File: src/rtl/sprite_pass_scheduler.sv
// ---------------------------------------------------------------------------
// sprite_pass_scheduler
// Owns the shared VGA pixel-write port. One pass visits every sprite animator
// in index order: a one-cycle EN grant, then the sprite's pixel stream is
// forwarded until it pulses finish (or the per-sprite watchdog expires), then
// the next sprite is granted. A pass ends with a one-cycle pass_done pulse.
//
// Ports
//   clk, resetn        clock, asynchronous active-low reset
//   go                 start a pass (sampled only while idle)
//   en[N]              one-hot start pulse to the current sprite
//   finish[N]          per-sprite done pulse
//   plot_in/x_in/y_in/colour_in   packed per-sprite pixel buses
//   plot/x/y/colour    forwarded pixel stream to the VGA adapter
//   cur_idx            index of the sprite currently owning the port
//   busy               high whenever a pass is in progress
//   pass_done          one-cycle pulse at the end of a pass
//   timeout_err        sticky watchdog flag, cleared only by reset
// ---------------------------------------------------------------------------
module sprite_pass_scheduler #(
    parameter int unsigned N_SPRITES = 8,
    parameter int unsigned TIMEOUT   = 500000,
    localparam int unsigned IW       = $clog2(N_SPRITES)
) (
    input  logic                   clk,
    input  logic                   resetn,
    input  logic                   go,
    output logic [N_SPRITES-1:0]   en,
    input  logic [N_SPRITES-1:0]   finish,
    input  logic [N_SPRITES-1:0]   plot_in,
    input  logic [8*N_SPRITES-1:0] x_in,
    input  logic [7*N_SPRITES-1:0] y_in,
    input  logic [3*N_SPRITES-1:0] colour_in,
    output logic                   plot,
    output logic [7:0]             x,
    output logic [6:0]             y,
    output logic [2:0]             colour,
    output logic [IW-1:0]          cur_idx,
    output logic                   busy,
    output logic                   pass_done,
    output logic                   timeout_err
);

    localparam int unsigned CW       = 20;
    localparam logic [CW-1:0] CNT_LAST = CW'(TIMEOUT - 1);
    localparam logic [IW-1:0] LAST_IDX = IW'(N_SPRITES - 1);

    typedef enum logic [2:0] {
        S_IDLE,
        S_GRANT,
        S_RUN,
        S_NEXT,
        S_DONE
    } state_e;

    state_e          state_q, state_d;
    logic [IW-1:0]   cur_idx_q, cur_idx_d;
    logic [CW-1:0]   cnt_q, cnt_d;
    logic            tmo_q, tmo_d;
    logic            fin_cur;

    // State, owner index, watchdog counter and sticky error flag.
    always_ff @(posedge clk or negedge resetn) begin
        if (!resetn) begin
            state_q   <= S_IDLE;
            cur_idx_q <= '0;
            cnt_q     <= '0;
            tmo_q     <= 1'b0;
        end else begin
            state_q   <= state_d;
            cur_idx_q <= cur_idx_d;
            cnt_q     <= cnt_d;
            tmo_q     <= tmo_d;
        end
    end

    // Select the current owner's finish bit; other sprites' pulses never matter.
    always_comb begin
        fin_cur = 1'b0;
        for (int unsigned i = 0; i < N_SPRITES; i++) begin
            if (IW'(i) == cur_idx_q) begin
                fin_cur = finish[i];
            end
        end
    end

    // Next-state logic for the grant / run / advance sequence.
    always_comb begin
        state_d   = state_q;
        cur_idx_d = cur_idx_q;
        cnt_d     = cnt_q;
        tmo_d     = tmo_q;
        unique case (state_q)
            S_IDLE: begin
                if (go) begin
                    state_d = S_GRANT;
                end
            end
            S_GRANT: begin
                cnt_d   = '0;
                state_d = S_RUN;
            end
            S_RUN: begin
                // Hold at the limit so the counter can never wrap.
                if (cnt_q != CNT_LAST) begin
                    cnt_d = cnt_q + CW'(1);
                end
                // A finish on the limit cycle takes priority over the watchdog.
                if (fin_cur) begin
                    state_d = S_NEXT;
                end else if (cnt_q == CNT_LAST) begin
                    tmo_d   = 1'b1;
                    state_d = S_NEXT;
                end
            end
            S_NEXT: begin
                if (cur_idx_q == LAST_IDX) begin
                    cur_idx_d = '0;
                    state_d   = S_DONE;
                end else begin
                    cur_idx_d = cur_idx_q + IW'(1);
                    state_d   = S_GRANT;
                end
            end
            S_DONE: begin
                state_d = S_IDLE;
            end
            default: begin
                state_d = S_IDLE;
            end
        endcase
    end

    // Status and grant outputs decoded from registered state only.
    always_comb begin
        en = '0;
        for (int unsigned i = 0; i < N_SPRITES; i++) begin
            if ((state_q == S_GRANT) && (IW'(i) == cur_idx_q)) begin
                en[i] = 1'b1;
            end
        end
    end

    assign busy        = (state_q != S_IDLE);
    assign pass_done   = (state_q == S_DONE);
    assign timeout_err = tmo_q;
    assign cur_idx     = cur_idx_q;

    // Zero-latency pixel mux; colour passes through even when plot is low.
    always_comb begin
        plot   = 1'b0;
        x      = '0;
        y      = '0;
        colour = '0;
        if (state_q == S_RUN) begin
            for (int unsigned i = 0; i < N_SPRITES; i++) begin
                if (IW'(i) == cur_idx_q) begin
                    plot   = plot_in[i];
                    x      = x_in[8*i +: 8];
                    y      = y_in[7*i +: 7];
                    colour = colour_in[3*i +: 3];
                end
            end
        end
    end

endmodule

File: config.mk
export PLATFORM = sky130hd
export DESIGN_NAME = sprite_pass_scheduler
export DESIGN_NICKNAME = d
export VERILOG_FILES = /design/src/rtl/sprite_pass_scheduler.sv
export SDC_FILE = /design/constraint.sdc
export NUM_CORES = 1
export LEC_CHECK = 0
export BUFFER_PORTS_ARGS = -buffer_cell sky130_fd_sc_hd__buf_4
export CORE_MARGIN = 3
export CORE_UTILIZATION = 46
export CTS_CLUSTER_SIZE = 40
export DETAILED_ROUTE_END_ITERATION = 8
export HOLD_SLACK_MARGIN = 0.05
export PLACE_DENSITY = 0.88
export SYNTH_ARGS = -nofsm -noshare
export SYNTH_HDL_FRONTEND = slang
export SYNTH_SLANG_ARGS = --single-unit
export TNS_END_PERCENT = 30
File: constraint.sdc
create_clock -name clk -period 5.7 [get_ports clk]
set_input_delay 0.57 -clock clk [delete_from_list [all_inputs] [get_ports clk]]
set_output_delay 0.57 -clock clk [all_outputs]
set_load 0.02 [all_outputs]
# After elaboration in Yosys (flattened, before gate mapping)
# Index checks and enable logic that the tools add are counted.
# Widths: inputs -> output; s select.
# totals
word_cells	99
ff_bits	27
# op_classes
n_reduce_logical	15
n_bitwise	1
n_eq_ne	17
n_addsub	2
mux	60
# ops
op	n
$mux 8	9
$mux 7	9
$mux 3	14
$pmux 20 s2	1
$mux 1	25
$add 20x1->20 const B	1
$eq 20x19->1 const B	1
$mux 20	1
$ne 20x19->1 const B	1
$eq 3x3->1 const A	4
$pmux 3 s4	1
$logic_and 1x1->1	8
$eq 2x3->1 const A	2
$eq 3x2->1 const B	2
$eq 3x3->1 const B	2
$logic_not 3->1	2
$ne 2x2->1 const B	2
$reduce_and 2->1	2
$add 3x1->3 const B	1
$eq 1x3->1 const A	1
$eq 3x1->1 const B	1
$ne 3x3->1 const B	1
$reduce_and 3->1	1
$reduce_bool 3->1	1
2 further kinds	2

# Depth between registers and ports, before layout
# logic_depth
ltp_word	11
depth_mapped	10
depth_no_buf	7

# Least setup slack after synthesis
# Ideal clock, no wire load.
# synth_timing
kind	reg2out
start	register cur_idx_q[2], in the netlist cur_idx[2]
end	output y[2]
arrival_time_ps	2480
n_path_buf	3
path_stages_with_launch	10
path_slack_ps	2650
cell_sequence	dfrtp_1 clkbuf_1 inv_1 ha_1 or2_1 buf_2 buf_4 o311ai_0 o211ai_1 a31oi_1
# synth_between
elab_chain_len	10
# synth_rtl
item	line_no	rtl
start: declaration	57	logic [IW-1:0] cur_idx_q, cur_idx_d;
start signal: assignment	71	cur_idx_q <= cur_idx_d;
$logic_not 3->1	157	if (IW'(i) == cur_idx_q) begin
$mux 7 (7 in a row)	157	
$mux 7 (*)	157	
$mux 7 (*)	155	if (state_q == S_RUN) begin
end: declaration	36	output logic [6:0] y,
# Every way passes the cells marked *; elsewhere a longest branch is shown, timed or not.

# Worst setup path in the final report
# layout_timing
start	register cur_idx_q[0], in the netlist cur_idx[0]
end	output y[5]
# The elaborated chain is that of the path after synthesis.

==> qor.csv <==
stage,metric,value,unit
timing,Setup Skew,0.00574,ns
synthesis,#FFs+latches synth,27,
placement,post-DP HPWL,9.95,mm
final_layout,diode count,0,
route,TritonRoute pass-1 iters,5,
critical_path,CP Class,reg -> out,
clocking,Hold Buf Count CTS,0,
placement,port bufs,195,
floorplanning,Die W,84.1,um
final_layout,share of cells above drive strength 1,40.2,%
timing,max-slew violation count,0,
grt,gr ovfl total,0,
floorplanning,core footprint,0.00571,mm^2
route,Routed Antenna Nets,0,
clocking,Worst-path clk slew,0.08,ns
floorplanning,io pins,196,
synthesis,"Seq/Total Area, Yosys",24.1,%
timing,final hold violation count,0,
final_layout,Layout Nets,698,
status,status,"finished, final reports clean",
grt,first-pass GRT wire length,18.9,mm
clocking,PostCTS Resize Cnt,0,
route,detailed-route via count,3868,
critical_path,Worst Path Required,5.13,ns
timing,setup violators final,0,
timing,post-route minimum period,4.12,ns
critical_path,worst path arrival time,3.55,ns
synthesis,Ys Warns,0,
clocking,Clock Sinks,27,
floorplanning,starting density of the core,49.2,%
route,initial DRC count,445,
synthesis,Yosys cell types,50,
critical_path,reg2reg path depth,7,
flow_run,max-cap violations,0,
timing,final worst-path cycle share,72.2,%
critical_path,critical path peak fanout,24,
clocking,root buf cell,clkbuf_8,
grt,vias in the first global route,3527,
placement,pre-CTS setup slack,2.05,ns
clocking,post-CTS setup buffer count,0,
synthesis,synthesized netlist cell count,359,
route,final WL,12.7,mm
route,Via-to-Cell Ratio,6.46,
timing,slack of the critical path,1.58,ns
pwr,VDD IR max,0.401,mV
floorplanning,die area,0.00707,mm^2
synthesis,synthesized area per cell,7.82,um^2
pwr,Power per Cell Area,396,mW/mm^2
final_layout,Fillers,444,
synthesis,ys flop type,dfrtp_1,
timing,RSZ-0062 raised after global routing,false,
synthesis,Post-synth EDFFs,0,
grt,Total Routing Usage GR,33.5,%
critical_path,RR Endpoint,timeout_err,
pwr,leakage,1.92,nW
final_layout,Layout area overhead,51.4,%
timing,max-slew headroom at the worst pin,14.7,%
critical_path,CP Launch Type,flip-flop,
critical_path,Worst Setup End Kind,output port,
critical_path,slack of the worst reg-to-reg path,3.05,ns
grt,pin count of the biggest net entering global routing,42,
route,WL/cell,21.2,um
hold_path,Hold Crit Class,in -> async,
clocking,H-tree levels,1,
grt,initial antenna violation count,0,
clocking,CTS tree,yes,
floorplanning,Die Y,84.1,um
placement,RePlAce Congestion,0.984,
critical_path,reg-to-reg startpoint,cur_idx[0],
clocking,worst skew pair latency,0.27,ns
timing,setup TNS,0,ns
synthesis,synthesized area,0.00281,mm^2
synthesis,Syn Nets,529,
timing,Max Freq,243,MHz
timing,Worst Tran Pin Value,1.28,ns
floorplanning,Std-Cell Rows,27,
route,Remaining DRCs,0,
clocking,Num CTS Buffers,3,
synthesis,ys async rst share,100,%
clocking,Max Buffers Root-to-Sink,2,
==> Yosys cell counts (2+ instances only) <==
| cell type | number | area share [%] |
|---|---|---|
| a21oi_1 | 7 | 1.2 |
| and3_1 | 5 | 1.1 |
| buf_6 | 5 | 2.0 |
| xor2_1 | 12 | 3.7 |
| nor2_1 | 26 | 3.5 |
| clkbuf_1 | 16 | 2.1 |
| a31oi_1 | 19 | 4.2 |
| o311ai_1 | 9 | 2.8 |
| nand3_1 | 9 | 1.6 |
| inv_1 | 7 | 0.94 |
| nand2_1 | 54 | 7.2 |
| nor2b_1 | 20 | 4.5 |
| and2_1 | 2 | 0.45 |
| ha_1 | 7 | 3.1 |
| or3_1 | 2 | 0.45 |
| o311ai_0 | 11 | 3.4 |
| a221oi_1 | 19 | 5.9 |
| nand4_1 | 10 | 2.2 |
| o211ai_1 | 21 | 5.6 |
| nor3_1 | 2 | 0.36 |
| buf_2 | 11 | 2.0 |
| mux2i_1 | 2 | 0.71 |
| nand3b_1 | 3 | 0.80 |
| o21a_1 | 3 | 0.80 |
| o221ai_1 | 19 | 5.9 |
| nor4b_1 | 2 | 0.62 |
| dfrtp_1 | 27 | 24 |
| xnor2_1 | 2 | 0.62 |
| nor3b_1 | 2 | 0.53 |
| and4_1 | 2 | 0.62 |
| o21ai_0 | 4 | 0.71 |
==> power by group <==
group	switching [mW]	total (mW)	internal [mW]
Sequential	0.0498	0.267	0.217
Clock	0.0561	0.106	0.0500
Combinational	0.773	1.31	0.535
Total	0.879	1.68	0.802
==> kinds of logic (layout without fill, tap and decap cells) <==
group	after synthesis	after routing	share of synthesized area (%)
mux	3	3	1.11
fa+ha+maj	7	7	3.12
flops	27	27	24.1
buf+inv	41	209	7.45
simple gates	148	148	27.0
xor+xnor	14	14	4.37
compound gates	119	119	32.9
==> through the flow <==
step           instance area [um^2]  hold WS (ns)  power, mW  util [%]  instances
2_1_floorplan                  2810         0.274       1.16         -        359
3_3_place_gp                   4210         0.466       1.52      73.7        595
3_5_place_dp                   4210         0.464       1.54      73.7        595
4_1_cts                        4250         0.201       1.65      74.4        599
5_1_grt                        4250         0.208       1.79      74.4        599
6_report                       4250         0.197       1.68      74.4        599
==> critical path, cell delays in order, from the launching register on <==
cell	delay, ns
dfrtp_1	0.45
ha_1	0.26
ha_1	0.24
inv_1	0.64
nand3_1	0.82
o221ai_1	0.57
a31oi_1	0.08
buf_4	0.21
==> flip-flops by register name, summed over array words and instances (netlist names) <==
name,count
cnt_q,20
cur_idx,3
state_q,3
timeout_err,1
==> cells in the final DEF, fill, tap and decap left out, types with 2 or more instances in the layout <==
master and instances:
clkbuf_8 3, nor4b_1 2, o311ai_1 9, and2_1 2, xnor2_1 2, dfrtp_1 27
inv_1 7, and4_1 2, o211ai_1 21, and3_1 5, a21oi_1 7, nand3b_1 3
nor3_1 2, or3_1 2, o221ai_1 19, o21ai_0 4, xor2_1 12, nand4_1 10
nor2_1 26, nand3_1 9, o311ai_0 11, mux2i_1 2, nand2_1 54, ha_1 7
a221oi_1 19, nor3b_2 2, buf_4 198, o21a_1 3, a31oi_1 19, nor2b_1 20
==> area by class of cell <==
cell class                      count  area (um^2)  share of cell area [%]
Multi-Input combinational cell    291         1930                    45.3
Clock buffer                        4         45.0                    1.06
Inverter                            7         26.3                   0.618
Sequential cell                    27          676                    15.9
Tap cell                           72         90.1                    2.12
Timing Repair Buffer              198         1490                    35.0
==> worst max path at each step <==
stage / from / slack, ns / endpoint
floorplan: cur_idx[2] / 2.65 / y[2]
global placement: cur_idx[0] / 2.08 / y[5]
detailed placement: cur_idx[0] / 2.05 / y[0]
CTS: cur_idx[0] / 1.73 / y[0]
global route: cur_idx[0] / 1.43 / y[4]
finish: cur_idx[0] / 1.58 / y[5]
==> per-layer routing <==
| metal | GRT usage (%) | vias up | routed length, um |
|---|---|---|---|
| li1 | - | 1734 | - |
| met1 | 48.0 | 1785 | 5010 |
| met2 | 50.9 | 313 | 5590 |
| met3 | 8.98 | 36 | 1820 |
| met4 | 6.14 | 0 | 306 |
| met5 | 0 | - | 0 |
Power figures use the tool's default switching activity.
